<file path="src/rtl/phase_ramp_gen_v4_pkg.sv">
// rtl/phase_ramp_gen_v4_pkg.sv - shared widths and reset constant for the phase ramp generator
package phase_ramp_gen_v4_pkg;

  localparam int          OUTPUT_BIT_DEF = 32;
  localparam int          STEP_W         = 32;
  localparam int          GAIN_W         = 4;
  localparam int unsigned RST_VAL        = 0;

endpackage

</file>
<file path="src/rtl/phase_ramp_gen_v4_ramp_step_shifter.sv">
// rtl/phase_ramp_gen_v4_ramp_step_shifter.sv - combinational arithmetic right shift of the ladder step
module ramp_step_shifter
  import phase_ramp_gen_v4_pkg::*;
#(
  parameter int OUTPUT_BIT = OUTPUT_BIT_DEF
) (
  input  logic [STEP_W-1:0]     i_step,
  input  logic [GAIN_W-1:0]     i_shift,
  output logic [OUTPUT_BIT-1:0] o_step
);

  logic signed [STEP_W-1:0] shifted;

  assign shifted = $signed(i_step) >>> i_shift;

  // Resize to the accumulator width, keeping the sign when widening.
  generate
    if (OUTPUT_BIT > STEP_W) begin : g_widen
      assign o_step = {{(OUTPUT_BIT-STEP_W){shifted[STEP_W-1]}}, shifted};
    end else if (OUTPUT_BIT == STEP_W) begin : g_same
      assign o_step = shifted;
    end else begin : g_narrow
      assign o_step = shifted[OUTPUT_BIT-1:0];
    end
  endgenerate

endmodule

</file>
<file path="src/rtl/phase_ramp_gen_v4.sv">
// rtl/phase_ramp_gen_v4.sv - triggered phase ladder accumulator plus modulation; PHASE_RAMP_GAIN_LATCH_EN latches gain on trigger
module phase_ramp_gen_v4
  import phase_ramp_gen_v4_pkg::*;
#(
  parameter int OUTPUT_BIT = OUTPUT_BIT_DEF
) (
  input  logic                  i_clk,
  input  logic                  i_rst_n,
  input  logic                  i_trig,
  input  logic [STEP_W-1:0]     i_step,
  input  logic [31:0]           i_fb_on,
  input  logic [OUTPUT_BIT-1:0] i_mod,
  input  logic [GAIN_W-1:0]     i_gain_sel,
  output logic [OUTPUT_BIT-1:0] o_ladderWave,
  output logic [OUTPUT_BIT-1:0] o_phaseRamp,
  output logic [GAIN_W-1:0]     o_shift_idx
);

  logic                  trig_q, trig_d;
  logic                  armed_q, armed_d;
  logic [GAIN_W-1:0]     shift_q, shift_d;
  logic [OUTPUT_BIT-1:0] ladder_q, ladder_d;
  logic [OUTPUT_BIT-1:0] phase_q, phase_d;
  logic                  trig_edge;
  logic                  fb_en;
  logic [GAIN_W-1:0]     shift_apply;
  logic [OUTPUT_BIT-1:0] step_eff;

  // armed stays low until i_trig is seen low, so a trigger held across reset release is ignored.
  always_comb begin
    trig_d    = i_trig;
    armed_d   = armed_q | ~i_trig;
    trig_edge = i_trig & ~trig_q & armed_q;
    fb_en     = |i_fb_on;
`ifdef PHASE_RAMP_GAIN_LATCH_EN
    shift_d     = trig_edge ? i_gain_sel : shift_q;
    shift_apply = trig_edge ? i_gain_sel : shift_q;
`else
    shift_d     = i_gain_sel;
    shift_apply = shift_q;
`endif
  end

  ramp_step_shifter #(.OUTPUT_BIT(OUTPUT_BIT)) u_shifter (
    .i_step  (i_step),
    .i_shift (shift_apply),
    .o_step  (step_eff)
  );

  // Wrapping add is intentional: overflow is the 2-pi phase reset.
  always_comb begin
    ladder_d = ladder_q;
    if (!fb_en) begin
      ladder_d = '0;
    end else if (trig_edge) begin
      ladder_d = ladder_q + step_eff;
    end
    phase_d = ladder_q + i_mod;
  end

  always_ff @(posedge i_clk or negedge i_rst_n) begin
    if (!i_rst_n) begin
      trig_q   <= 1'b0;
      armed_q  <= 1'b0;
      shift_q  <= GAIN_W'(RST_VAL);
      ladder_q <= OUTPUT_BIT'(RST_VAL);
      phase_q  <= OUTPUT_BIT'(RST_VAL);
    end else begin
      trig_q   <= trig_d;
      armed_q  <= armed_d;
      shift_q  <= shift_d;
      ladder_q <= ladder_d;
      phase_q  <= phase_d;
    end
  end

  assign o_ladderWave = ladder_q;
  assign o_phaseRamp  = phase_q;
  assign o_shift_idx  = shift_q;

endmodule

</file>
<file path="config.mk">
export PLATFORM = sky130hd
export DESIGN_NAME = phase_ramp_gen_v4
export DESIGN_NICKNAME = d
export VERILOG_FILES = /design/src/rtl/phase_ramp_gen_v4_pkg.sv /design/src/rtl/phase_ramp_gen_v4_ramp_step_shifter.sv /design/src/rtl/phase_ramp_gen_v4.sv
export SDC_FILE = /design/constraint.sdc
export NUM_CORES = 1
export LEC_CHECK = 0
export BUFFER_PORTS_ARGS = -buffer_cell sky130_fd_sc_hd__buf_2
export CAP_MARGIN = 10
export CELL_PAD_IN_SITES_DETAIL_PLACEMENT = 1
export CELL_PAD_IN_SITES_GLOBAL_PLACEMENT = 2
export CORE_ASPECT_RATIO = 0.7
export CORE_MARGIN = 2
export CORE_UTILIZATION = 32
export CTS_CLUSTER_DIAMETER = 60
export DETAILED_ROUTE_END_ITERATION = 12
export PLACE_DENSITY = 0.81
export RECOVER_POWER = 25
export SYNTH_ARGS = -nofsm -noshare
export SYNTH_HDL_FRONTEND = slang
export SYNTH_SLANG_ARGS = --single-unit
</file>
<file path="constraint.sdc">
create_clock -name i_clk -period 5.3 [get_ports i_clk]
set_clock_uncertainty 0.05 [all_clocks]
set_input_delay 1.59 -clock i_clk [delete_from_list [all_inputs] [get_ports i_clk]]
set_output_delay 1.59 -clock i_clk [all_outputs]
set_load 0.005 [all_outputs]
</file>
==> qor_table.md <==
| Result | Reported | Unit |
|:---|:---|:---|
| Outcome | finished, violations left | - |
| Violated checks | capacitance limit, slew limit | - |
| Combinational Power Share | 0.663 | - |
| Number of failing setup endpoints in the final timing report | 0 | - |
| Net load switching power | 2370 | uW |
| Depth of the worst register-to-register path | 13 | - |
| Worst-margin pin slew | 1870 | ps |
| Total nets after synthesis | 1,024 | - |
| Crit path max-delay family | compound AO/OA/AOI/OAI gates | - |
| Final-report max-slew violation count | 71 | - |
| Library cell used as clock root buffer | sky130_fd_sc_hd__clkbuf_16 | - |
| Number of buffers inserted by post-CTS setup repair | 0 | - |
| Endpoint class of the critical path | flip-flop | - |
| Clock-pin slew on the worst setup and hold paths | 60 | ps |
| Post-synth EDFFs | 0 | - |
| Largest net degree at the start of global routing | 71 | - |
| Clock share of power | 0.124 | - |
| Initial antenna violation count | 1 | - |
| Fmax achieved | 204 | MHz |
| Post_cts resized | 0 | - |
| Global Route met3 Usage | 0.0447 | - |
| Post-synthesis sequential area ratio | 0.246 | - |
| Final worst-path cycle share | 0.924 | - |
| Number of hold violations in the final report | 0 | - |
| Critical path buffer and inverter count | 2 | - |
| Slowest-stage cell, CP | sky130_fd_sc_hd__or4_4 | - |
| Leak Pwr | 0.00393 | uW |
| Port Buffer Count | 170 | - |
| Hold buffer count at CTS | 0 | - |
| I/O pin count | 171 | - |
| Critical path cell sequence | buf_2, nor2b_1, a211oi_1, a21oi_1, mux2i_1, nand2_1, o21ai_0, inv_1, ha_1, a21o_1, nand4_1, a311oi_4, a311oi_2, or4_4, and3_1, o21ai_2, mux2i_1 | - |
| TritonCTS clock tree | yes | - |
| Starting density of the core | 0.327 | - |
| Most common cell in the synthesized netlist | sky130_fd_sc_hd__a21oi_1 | - |
| Std cell rows | 45 | - |
| M1 GR Usage | 0.321 | - |
| Die Height | 129 | microns |
| Number of global-route vias before repair | 7,155 | - |
| Top cell type's share of synthesized area | 0.246 | - |
| List of most frequent post-synthesis cells | sky130_fd_sc_hd__a21oi_1, sky130_fd_sc_hd__nand2_1, sky130_fd_sc_hd__dfrtp_1, sky130_fd_sc_hd__nor2_1, sky130_fd_sc_hd__ha_1 | - |
| Sw frac | 0.483 | - |
| Most frequent cell on the critical path | sky130_fd_sc_hd__mux2i_1 | - |
| GR Overflow Total | 0 | - |
| Main synth FF type | sky130_fd_sc_hd__dfrtp_1 | - |
| Number of vias after detailed routing | 7,150 | - |
| Layer carrying the most global-route usage | met2 | - |
| Residual DRC count | 0 | - |
| Power Internal | 2540 | uW |
| Routed wire length | 24,900 | microns |
| Peak VDD IR | 0.000213 | V |
| Number of nets still failing antenna checks after routing | 0 | - |
| Crit path launch type | input pin | - |
| Routability-driven placement congestion ratio | 0.900 | - |
| Met2 GRT Util | 0.330 | - |
| Count of max-cap constraint violations | 1 | - |
| Hold path cells | 1 | - |
| Clock latency on the worst-skew pair | 350 | ps |
| Sum of net half-perimeters after detailed placement | 20,100 | microns |
| Arrival time of the worst setup path | 5120 | ps |
| Number of warning messages in the yosys log | 0 | - |
| Synth area leader | sky130_fd_sc_hd__dfrtp_1 | - |
| Number of sinks driven by the clock tree | 70 | - |
| Deepest level of the CTS H-tree | 3 | - |
| Cell area after synthesis | 7110 | sq um |
| Setup TNS Final | 0 | ps |
| Per-cell routed wire length | 19.2 | microns |
| Seq pwr share | 0.213 | - |
| Layout overhead on the synthesized area | 20.4 | % |
| Overall routing resource usage | 0.216 | - |
| Critical Setup Path Class | input pin to flip-flop | - |
| Layout Nets | 1,178 | - |
| WP depth | 17 | - |
| Drt initial violations | 391 | - |
| Core footprint | 21,700 | sq um |
| Wire length of the first global-routing pass | 40,000 | microns |
| Number of buffers added by the clock tree synthesis step | 9 | - |
| Die width | 182 | microns |
| Fraction of layout instances using a drive strength above 1 | 0.239 | - |
| Synth area leaders | sky130_fd_sc_hd__dfrtp_1, sky130_fd_sc_hd__ha_1, sky130_fd_sc_hd__a21oi_1 | - |
| Final core utilization | 0.394 | - |
| Die Outline Area | 23,500 | sq um |
| Length of the first detailed-routing pass in iterations | 5 | - |
| RSZ-0062 raised after global routing | no | - |
| Async set or reset register ratio after synthesis | 1.00 | - |
| Instance count of the mapped netlist | 857 | - |
| Path type of the worst min-delay path | flip-flop to flip-flop | - |
| Max Root-Sink Buffers | 2 | - |
| Clock period minus worst slack | 4900 | ps |
| CP max stage delay | 550 | ps |
| Req. time, crit path | 5520 | ps |
| Total power divided by cell area | 573 | nW/um^2 |
| Flops & latches, synth | 70 | - |
| Headroom to the max-slew limit | -0.244 | - |
| Syn avg cell area | 8.30 | sq um |
| Number of distinct standard cells referenced by the synthesized netlist | 66 | - |
| Highest fanout seen on the critical path | 4 | - |
| Post-DR vias/cell | 5.50 | - |
stage by stage:
stage / cells / hold WS (ps) / total power (uW) / area [sq um] / setup slack, ps
after global routing: 1298 / 465 / 5370 / 8570 / 96.3
after floorplan: 857 / 385 / 3190 / 7110 / 637
final: 1299 / 425 / 4910 / 8570 / 401
after global placement: 1282 / 405 / 4270 / 8290 / 124
after detailed placement: 1282 / 413 / 4290 / 8290 / 79.6
after CTS: 1298 / 432 / 4940 / 8570 / 438
routing by layer:
metal / up-vias / share of wire
met5: - / 0
met4: 0 / 0.0062
met3: 13 / 0.058
met2: 186 / 0.43
met1: 3459 / 0.51
li1: 3492 / -
registers in the layout (all words and copies together), names as in the netlist:
signal,cells
trig_q,1
o_ladderWave,32
o_phaseRamp,32
armed_q,1
o_shift_idx,4
logic make-up after synthesis:
logic type	after synthesis	share of synthesized area
mux	57	0.118
flops	70	0.246
buf+inv	70	0.0375
xor+xnor	53	0.0652
fa+ha+maj	64	0.115
compound gates	280	0.250
simple gates	263	0.168
layout make-up:
type | count | area, sq um
fill | 2706 | 13200
multi-input combinational | 717 | 5100
sequential | 70 | 1750
timing repair buffer | 188 | 985
tap | 282 | 353
clock buffer | 12 | 236
inverter | 25 | 93.8
clock inverter | 4 | 47.5
antenna | 1 | 2.50
worst paths after layout:
path / from / endpoint / slack [ps]
min in group asynchronous: i_rst_n / o_phaseRamp[28] / 1710
worst max register to register: o_shift_idx[1] / o_ladderWave[31] / 700
worst min-delay path: armed_q / armed_q / 430
max in group asynchronous: i_rst_n / o_phaseRamp[2] / 2390
worst max-delay path: i_step[10] / o_ladderWave[31] / 400
worst min register to register: armed_q / armed_q / 430
power by group through the flow:
stage | Combinational (uW) | Clock, uW | Sequential [uW]
5_1_grt | 3630 | 650 | 1080
6_report | 3250 | 609 | 1050
4_1_cts | 3250 | 629 | 1060
3_3_place_gp | 3200 | 0 | 1070
3_5_place_dp | 3220 | 0 | 1070
2_1_floorplan | 2220 | 0 | 977
cells in the final DEF, fill, tap and decap left out, types with 14 or more instances in the layout:
cell / netlist / final
sky130_fd_sc_hd__a211oi_1: 18 / 18
sky130_fd_sc_hd__a21o_1: 22 / 22
sky130_fd_sc_hd__a21oi_1: 102 / 102
sky130_fd_sc_hd__buf_2: 3 / 168
sky130_fd_sc_hd__buf_4: 0 / 18
sky130_fd_sc_hd__dfrtp_1: 70 / 70
sky130_fd_sc_hd__ha_1: 62 / 62
sky130_fd_sc_hd__inv_1: 23 / 23
sky130_fd_sc_hd__mux2i_1: 29 / 29
sky130_fd_sc_hd__mux4_2: 21 / 21
sky130_fd_sc_hd__nand2_1: 99 / 99
sky130_fd_sc_hd__nand3_1: 17 / 17
sky130_fd_sc_hd__nand4_1: 14 / 14
sky130_fd_sc_hd__nor2_1: 69 / 68
sky130_fd_sc_hd__nor3_1: 15 / 15
sky130_fd_sc_hd__o21a_1: 14 / 14
sky130_fd_sc_hd__o21ai_0: 60 / 60
sky130_fd_sc_hd__xnor2_1: 35 / 35
sky130_fd_sc_hd__xor2_1: 18 / 18
Power figures use the tool's default switching activity.
